===== src/rtl/mc_controller.sv =====
// mc_controller: multicycle MIPS main control FSM sequencing each instruction over 3-5 cycles
module mc_controller #(
    parameter logic [5:0] OP_RTYPE = 6'h00,
    parameter logic [5:0] OP_LW    = 6'h23,
    parameter logic [5:0] OP_SW    = 6'h2B,
    parameter logic [5:0] OP_BEQ   = 6'h04,
    parameter logic [5:0] OP_ADDI  = 6'h08,
    parameter logic [5:0] OP_J     = 6'h02
) (
    input  logic       i_clk,
    input  logic       i_reset_n,
    input  logic [5:0] i_op,
    input  logic       i_zero,
    input  logic       i_mem_ready,
    output logic       o_iord,
    output logic       o_memwrite,
    output logic       o_irwrite,
    output logic       o_regdst,
    output logic       o_memtoreg,
    output logic       o_regwrite,
    output logic       o_alusrca,
    output logic [1:0] o_alusrcb,
    output logic [1:0] o_pcsrc,
    output logic [1:0] o_aluop,
    output logic       o_pcen,
    output logic       o_illegal,
    output logic [3:0] o_state
);
    typedef enum logic [3:0] {
        S_FETCH    = 4'd0,
        S_DECODE   = 4'd1,
        S_MEMADR   = 4'd2,
        S_MEMRD    = 4'd3,
        S_MEMWB    = 4'd4,
        S_MEMWR    = 4'd5,
        S_EXECUTE  = 4'd6,
        S_ALUWB    = 4'd7,
        S_BRANCH   = 4'd8,
        S_ADDIEXEC = 4'd9,
        S_ADDIWB   = 4'd10,
        S_JUMP     = 4'd11
    } state_t;

    state_t r_state;
    state_t w_next;
    logic   w_pcwrite;
    logic   w_branch;

    // state register; reset returns to FETCH even mid-instruction
    always_ff @(posedge i_clk) begin
        if (!i_reset_n) r_state <= S_FETCH;
        else            r_state <= w_next;
    end

    // next-state logic and Moore/handshake output decode
    always_comb begin
        w_next      = S_FETCH;
        w_pcwrite   = 1'b0;
        w_branch    = 1'b0;
        o_iord      = 1'b0;
        o_memwrite  = 1'b0;
        o_irwrite   = 1'b0;
        o_regdst    = 1'b0;
        o_memtoreg  = 1'b0;
        o_regwrite  = 1'b0;
        o_alusrca   = 1'b0;
        o_alusrcb   = 2'b00;
        o_pcsrc     = 2'b00;
        o_aluop     = 2'b00;
        o_illegal   = 1'b0;
        case (r_state)
            S_FETCH: begin
                o_alusrcb = 2'b01;
                o_irwrite = i_mem_ready;
                w_pcwrite = i_mem_ready;
                w_next    = i_mem_ready ? S_DECODE : S_FETCH;
            end
            S_DECODE: begin
                o_alusrcb = 2'b11;
                case (i_op)
                    OP_LW, OP_SW: w_next = S_MEMADR;
                    OP_RTYPE:     w_next = S_EXECUTE;
                    OP_BEQ:       w_next = S_BRANCH;
                    OP_ADDI:      w_next = S_ADDIEXEC;
                    OP_J:         w_next = S_JUMP;
                    default:      o_illegal = 1'b1;
                endcase
            end
            S_MEMADR: begin
                o_alusrca = 1'b1;
                o_alusrcb = 2'b10;
                w_next    = (i_op == OP_LW) ? S_MEMRD : (i_op == OP_SW) ? S_MEMWR : S_FETCH;
            end
            S_MEMRD: begin
                o_iord = 1'b1;
                w_next = i_mem_ready ? S_MEMWB : S_MEMRD;
            end
            S_MEMWR: begin
                o_iord     = 1'b1;
                o_memwrite = i_mem_ready;
                w_next     = i_mem_ready ? S_FETCH : S_MEMWR;
            end
            S_MEMWB: begin
                o_memtoreg = 1'b1;
                o_regwrite = 1'b1;
            end
            S_EXECUTE: begin
                o_alusrca = 1'b1;
                o_aluop   = 2'b10;
                w_next    = S_ALUWB;
            end
            S_ALUWB: begin
                o_regdst   = 1'b1;
                o_regwrite = 1'b1;
            end
            S_ADDIEXEC: begin
                o_alusrca = 1'b1;
                o_alusrcb = 2'b10;
                w_next    = S_ADDIWB;
            end
            S_ADDIWB: o_regwrite = 1'b1;
            S_BRANCH: begin
                o_alusrca = 1'b1;
                o_aluop   = 2'b01;
                o_pcsrc   = 2'b01;
                w_branch  = 1'b1;
            end
            S_JUMP: begin
                o_pcsrc   = 2'b10;
                w_pcwrite = 1'b1;
            end
            default: w_next = S_FETCH;
        endcase
    end

    assign o_pcen  = w_pcwrite | (w_branch & i_zero);
    assign o_state = r_state;
endmodule


===== config.mk =====
export PLATFORM = sky130hd
export DESIGN_NAME = mc_controller
export DESIGN_NICKNAME = d
export VERILOG_FILES = /design/src/rtl/mc_controller.sv
export SDC_FILE = /design/constraint.sdc
export NUM_CORES = 1
export LEC_CHECK = 0
export ABC_AREA = 1
export BUFFER_PORTS_ARGS = -buffer_cell sky130_fd_sc_hd__buf_2
export CAP_MARGIN = 20
export CORE_AREA = 2 2 39 41
export DETAILED_ROUTE_END_ITERATION = 7
export DIE_AREA = 0 0 41 43
export PLACE_DENSITY = 0.78
export SETUP_SLACK_MARGIN = 0.2
export SKIP_CTS_REPAIR_TIMING = 1
export SYNTH_ARGS = -nofsm -noshare
export SYNTH_HDL_FRONTEND = slang
export SYNTH_SLANG_ARGS = --single-unit

===== constraint.sdc =====
create_clock -name i_clk -period 1.3 [get_ports i_clk]
set_input_delay 0.13 -clock i_clk [delete_from_list [all_inputs] [get_ports i_clk]]
set_output_delay 0.13 -clock i_clk [all_outputs]
set_load 0.02 [all_outputs]

## Word-level counts from Yosys, hierarchy flattened

Cells that the tools add are included.
W data, S select, Z words.

- Eq/ne operators: 16
- Mux-type cells: 21
- Bitwise gates (word level): 2
- Reduce and logical (&&, ||, !) cells: 8

Operator list:

| kind | number |
|---|---|
| $pmux W4 S7 | 1 |
| $pmux W4 S5 | 1 |
| $eq A4 B3 Y1 const B | 4 |
| $eq A4 B4 Y1 const B | 4 |
| $eq A6 B6 Y1 const B | 2 |
| $mux W3 | 4 |
| $mux W1 | 11 |
| $eq A4 B2 Y1 const B | 2 |
| $pmux W2 S2 | 2 |
| $eq A6 B2 Y1 const B | 1 |
| $eq A6 B3 Y1 const B | 1 |
| $eq A6 B4 Y1 const B | 1 |
| $logic_not A6 Y1 | 1 |
| $pmux W2 S3 | 1 |
| $reduce_or A2 Y1 | 3 |
| $reduce_or A6 Y1 | 1 |
| $eq A4 B1 Y1 const B | 1 |
| $logic_not A4 Y1 | 1 |
| $reduce_or A4 Y1 | 1 |
| $reduce_or A3 Y1 | 1 |
| $pmux W1 S2 | 1 |
| $and A1 B1 Y1 | 1 |
| $or A1 B1 Y1 | 1 |

- Bits in registers: 4
- Input bits: 10
- Output and inout port bits: 19
- Logic and storage cells: 48

## Longest topological paths before layout

- Depth in word-level cells: 4
- Gate-level depth with buffers: 9
- Gate-level depth less buffers: 9

## Worst setup path before layout

Ideal clock, no wire load.

- Path type: reg2out
- Start point: register r_state[3], in the netlist o_state[3]
- End point: output port o_pcen
- Arrival: 1437 ps
- Path slack: -267 ps
- Stages on the path, launching flop included: 6
- Buffers on the path: 0
- Cell sequence: dfxtp_1 -> inv_1 -> nor2_1 -> inv_1 -> nor2_1 -> a211o_1

- Cells in the longest elaborated chain, start to end: 4
- Elaborated cells between the ends (all ways): 7
- Those cells by class: eq/ne: 2; mux: 2; bitwise: 2; reduce/logical: 1

Ends and longest elaborated chain:

| element | line | RTL |
|---|---|---|
| start: declaration | 44 | `state_t r_state;` |
| start signal: assignment | 52 | `else r_state <= w_next;` |
| $eq A4 B4 Y1 | 71 | `case (r_state)` |
| $mux W1 | 71 |  |
| $and A1 B1 Y1 | 136 | `assign o_pcen = w_pcwrite \| (w_branch & i_zero);` |
| $or A1 B1 Y1 * | 136 |  |
| end: declaration | 25 | `output logic o_pcen,` |

Mark *: on every way between the ends. The rest lies on a longest branch, timed or not.

## Final worst setup path

- Start point: register r_state[3], in the netlist o_state[3]
- End point: output port o_alusrca

- Cells in the longest elaborated chain, start to end: 3
- Elaborated cells between the ends (all ways): 6
- Those cells by class: eq/ne: 4; mux: 1; reduce/logical: 1

Ends and longest elaborated chain:

| element | line | RTL |
|---|---|---|
| $eq A4 B4 Y1, or another cell as far along | 71 |  |
| $reduce_or A4 Y1 (no line) * | -- |  |
| $mux W1 * | 71 |  |
| end: declaration | 21 | `output logic o_alusrca,` |

Marked as above.

==> key figures <==
STA
  • Tcrit/Tclk final: 1.13
  • Relative slew margins: 0.812
  • Setup repair after global routing missed its margin: true
  • Slew of the pin with the lowest slew margin: 0.280 ns
  • Final setup violation count: 8
  • Setup TNS after final layout: -0.599 ns
  • Shortest clock period the worst path allows after layout: 1.46 ns
  • Final Hold Vio Count: 0
  • Highest achievable clock rate: 683 MHz
  • Worst Skew: 0.00522 ns
  • Total count of max-transition violations in the final report: 0
  • Least setup slack across all paths after layout: -0.164 ns

Synthesis
  • Fraction of synthesized area in multiplexers: 0
  • Count of state elements after synthesis: 4
  • Main combinational cell family by area after synthesis: simple AND/OR/NAND/NOR gates
  • Cell count after synthesis: 100
  • Adder-cell share of the synthesized area: 0
  • Fraction of the mapped netlist area in compound gates: 0.0721
  • Seq/Total Area, Yosys: 0.154
  • Post-synth design cell area: between 500 and 600 um2
  • Unique cell type count in the Yosys netlist: 18
  • Portion of synthesized cell area occupied by the leading cell type: 0.166
  • Simple-Gate Fraction of Synth Area: 0.627
  • Library cell with the largest summed area after synthesis: sky130_fd_sc_hd__nor2_1
  • Post-synthesis net count: between 100 and 150
  • Avg Synthesized Cell Area: 5.20 um2
  • Synth top area cells: sky130_fd_sc_hd__nor2_1 (17%), sky130_fd_sc_hd__dfxtp_1 (15%), sky130_fd_sc_hd__nand2_1 (14%), sky130_fd_sc_hd__inv_1 (9.4%), sky130_fd_sc_hd__nand3_1 (8.7%)
  • Synth Area in XOR/XNOR: 0
  • Synth warn: 0

Flow run
  • Max-cap violations: 0

Setup path
  • Startpoint-to-endpoint class of the critical path: reg2out
  • Critical Path RT: 1.17 ns
  • Crit. End Element: output pin
  • Arrival time worst endpoint: 1.33 ns
  • Reg-to-reg slack, setup: ~0.080 ns
  • Top fanout value on the critical path: 4
  • CP Launch Type: register

Global route
  • Overall global routing resource usage: 0.171
  • GR Overflow Total: 0
  • Vias in the first global route: between 500 and 600
  • Global-route wire length before repair: 2.18 mm
  • Largest net degree at the start of global routing: 8
  • Number of antenna violations at the first check in global routing: 0

Drt
  • Overall via count from detail_route: about 750
  • Met3 wire len: 56 um
  • Post-detailed-route count of antenna-violating nets: 0
  • Routed length per instance: 10.7 um
  • Violation count after the first detailed-route iteration: 11
  • Remaining design rule violation count: 0
  • Wirelength, routed: 1.65 mm
  • Top Metal Used: met3
  • Detailed-route vias per instance: 4.89
  • WL met2: 993 um
  • Met1 wire length: roughly 600 um
  • Count of TritonRoute iterations in the first routing pass: 4

Floorplanning
  • Vert. Die Dim: 43 um
  • Core outline area: around 1400 um2
  • Initial Utilization: 0.376
  • Area of the die: 1760 um2
  • Die boundary width: 41 um
  • Io pins: 29
  • Site Rows: 14

Placement
  • Post-DP HPWL: ~1.2 mm
  • Global placer's final weighted congestion: 0.787
  • Placement Cell Area: a little under 800 um2
  • # port buffers: 28

Finish
  • Fraction of final layout cells with drive strength greater than 1: 0.587
  • Synth-to-Final Area Change: 81.5%
  • Area occupied by multi-input gates: 472 um2
  • Inserted Diodes: 0
  • Post-route core utilization: 0.683
  • Fillers: 124
  • Final design area excluding fillers: ~940 um2
  • Layout net count: 150
  • Max FFs per register: 4
  • Sequential cell area: 95.1 um2

CTS
  • Clock tree from TritonCTS: done
  • Htree depth: 1
  • Number of buffers on the longest clock path: 2
  • Number of buffers added by the clock tree synthesis step: 3
  • Clock-pin slew on the worst setup and hold paths: 0.04 ns
  • CTS sink cnt: 4
  • Clock insertion delay at the later pin of the skew report: approximately 0.23 ns
  • Clock root buffer: sky130_fd_sc_hd__clkbuf_4

Power
  • Peak supply drop: around 0.24 mV
  • Leakage power total: between 0.0005 and 0.0006 uW
  • Power density over the cells: 432 nW/um2

Hold path
  • Worst Hold Class: in2reg

Status
  • Outcome: finished with violations
  • Failing checks: negative setup slack
-- critical path, cell delays in order (launching register included) --
cell,delay [ns]
sky130_fd_sc_hd__dfxtp_4,0.35
sky130_fd_sc_hd__inv_4,0.08
sky130_fd_sc_hd__nor2_4,0.05
sky130_fd_sc_hd__inv_4,0.08
sky130_fd_sc_hd__nor2_4,0.05
sky130_fd_sc_hd__or3_4,0.35
sky130_fd_sc_hd__buf_6,0.14
-- synth_stat cells --
library cell / instances
sky130_fd_sc_hd__nand4_1: 3
sky130_fd_sc_hd__clkinv_2: 1
sky130_fd_sc_hd__nor2_2: 5
sky130_fd_sc_hd__nor2_1: 23
sky130_fd_sc_hd__nand3_2: 2
sky130_fd_sc_hd__clkinv_1: 1
sky130_fd_sc_hd__nand2_2: 6
sky130_fd_sc_hd__o21ai_0: 3
sky130_fd_sc_hd__dfxtp_1: 4
sky130_fd_sc_hd__inv_2: 5
sky130_fd_sc_hd__nand2_1: 19
sky130_fd_sc_hd__inv_1: 13
sky130_fd_sc_hd__nor3_1: 2
sky130_fd_sc_hd__a211o_1: 1
sky130_fd_sc_hd__a21oi_1: 1
sky130_fd_sc_hd__a21oi_2: 1
sky130_fd_sc_hd__or3_1: 1
sky130_fd_sc_hd__nand3_1: 9
-- path summary, 6_finish.rpt --
kind,to,start,depth (start not counted)
max,o_alusrca,o_state[3],6
min,o_state[2],i_reset_n,3
max reg2reg,o_state[0],o_state[1],9
min reg2reg,o_state[3],o_state[2],4
-- kinds of logic (layout without fill, tap and decap cells) --
group | after synthesis | after routing
and+or+nand+nor | 70 | 70
buffers and inverters | 20 | 58
AOI/OAI and AO/OA | 6 | 6
DFF | 4 | 4
-- routing by layer --
layer / GRT usage / vias to the layer above
li1: - / 390
met5: 0 / -
met1: 0.187 / 343
met3: 0 / 0
met2: 0.331 / 20
met4: 0.0400 / 0
-- power by group --
part           switching (uW)  internal (uW)  total [uW]
combinational            82.3           52.3         135
clock                    46.6            103         150
sequential               4.71            119         124
total                     134            275         408
-- per-stage QoR --
| step | setup WS, ns | instances | power, uW | hold slack (ns) |
|---|---|---|---|---|
| 2_1_floorplan | 0.124 | 100 | 200 | 0.296 |
| 4_1_cts | -0.217 | 149 | 391 | 0.167 |
| 5_1_grt | -0.193 | 154 | 432 | 0.190 |
| 3_3_place_gp | 0.0527 | 146 | 238 | 0.398 |
| 3_5_place_dp | 0.0267 | 146 | 241 | 0.401 |
| 6_report | -0.164 | 154 | 408 | 0.170 |
-- cell usage in the layout (no fill, tap or decap), drive strengths merged --
master,count
inv,18
o21ai,3
nor3,2
dfxtp,4
a21oi,2
nand2,25
or3,1
clkinv,2
nor2,28
clkbuf,3
buf,35
nand4,3
nand3,11
a211o,1
-- cell type report --
cell class,count,share of cell area
well taps,16,0.0212
multi-input cells,76,0.499
inverters,20,0.0940
clock buffers,3,0.0238
repair buffers,35,0.261
flip-flops and latches,4,0.101
Note: power is estimated with default switching activity, not from simulation.
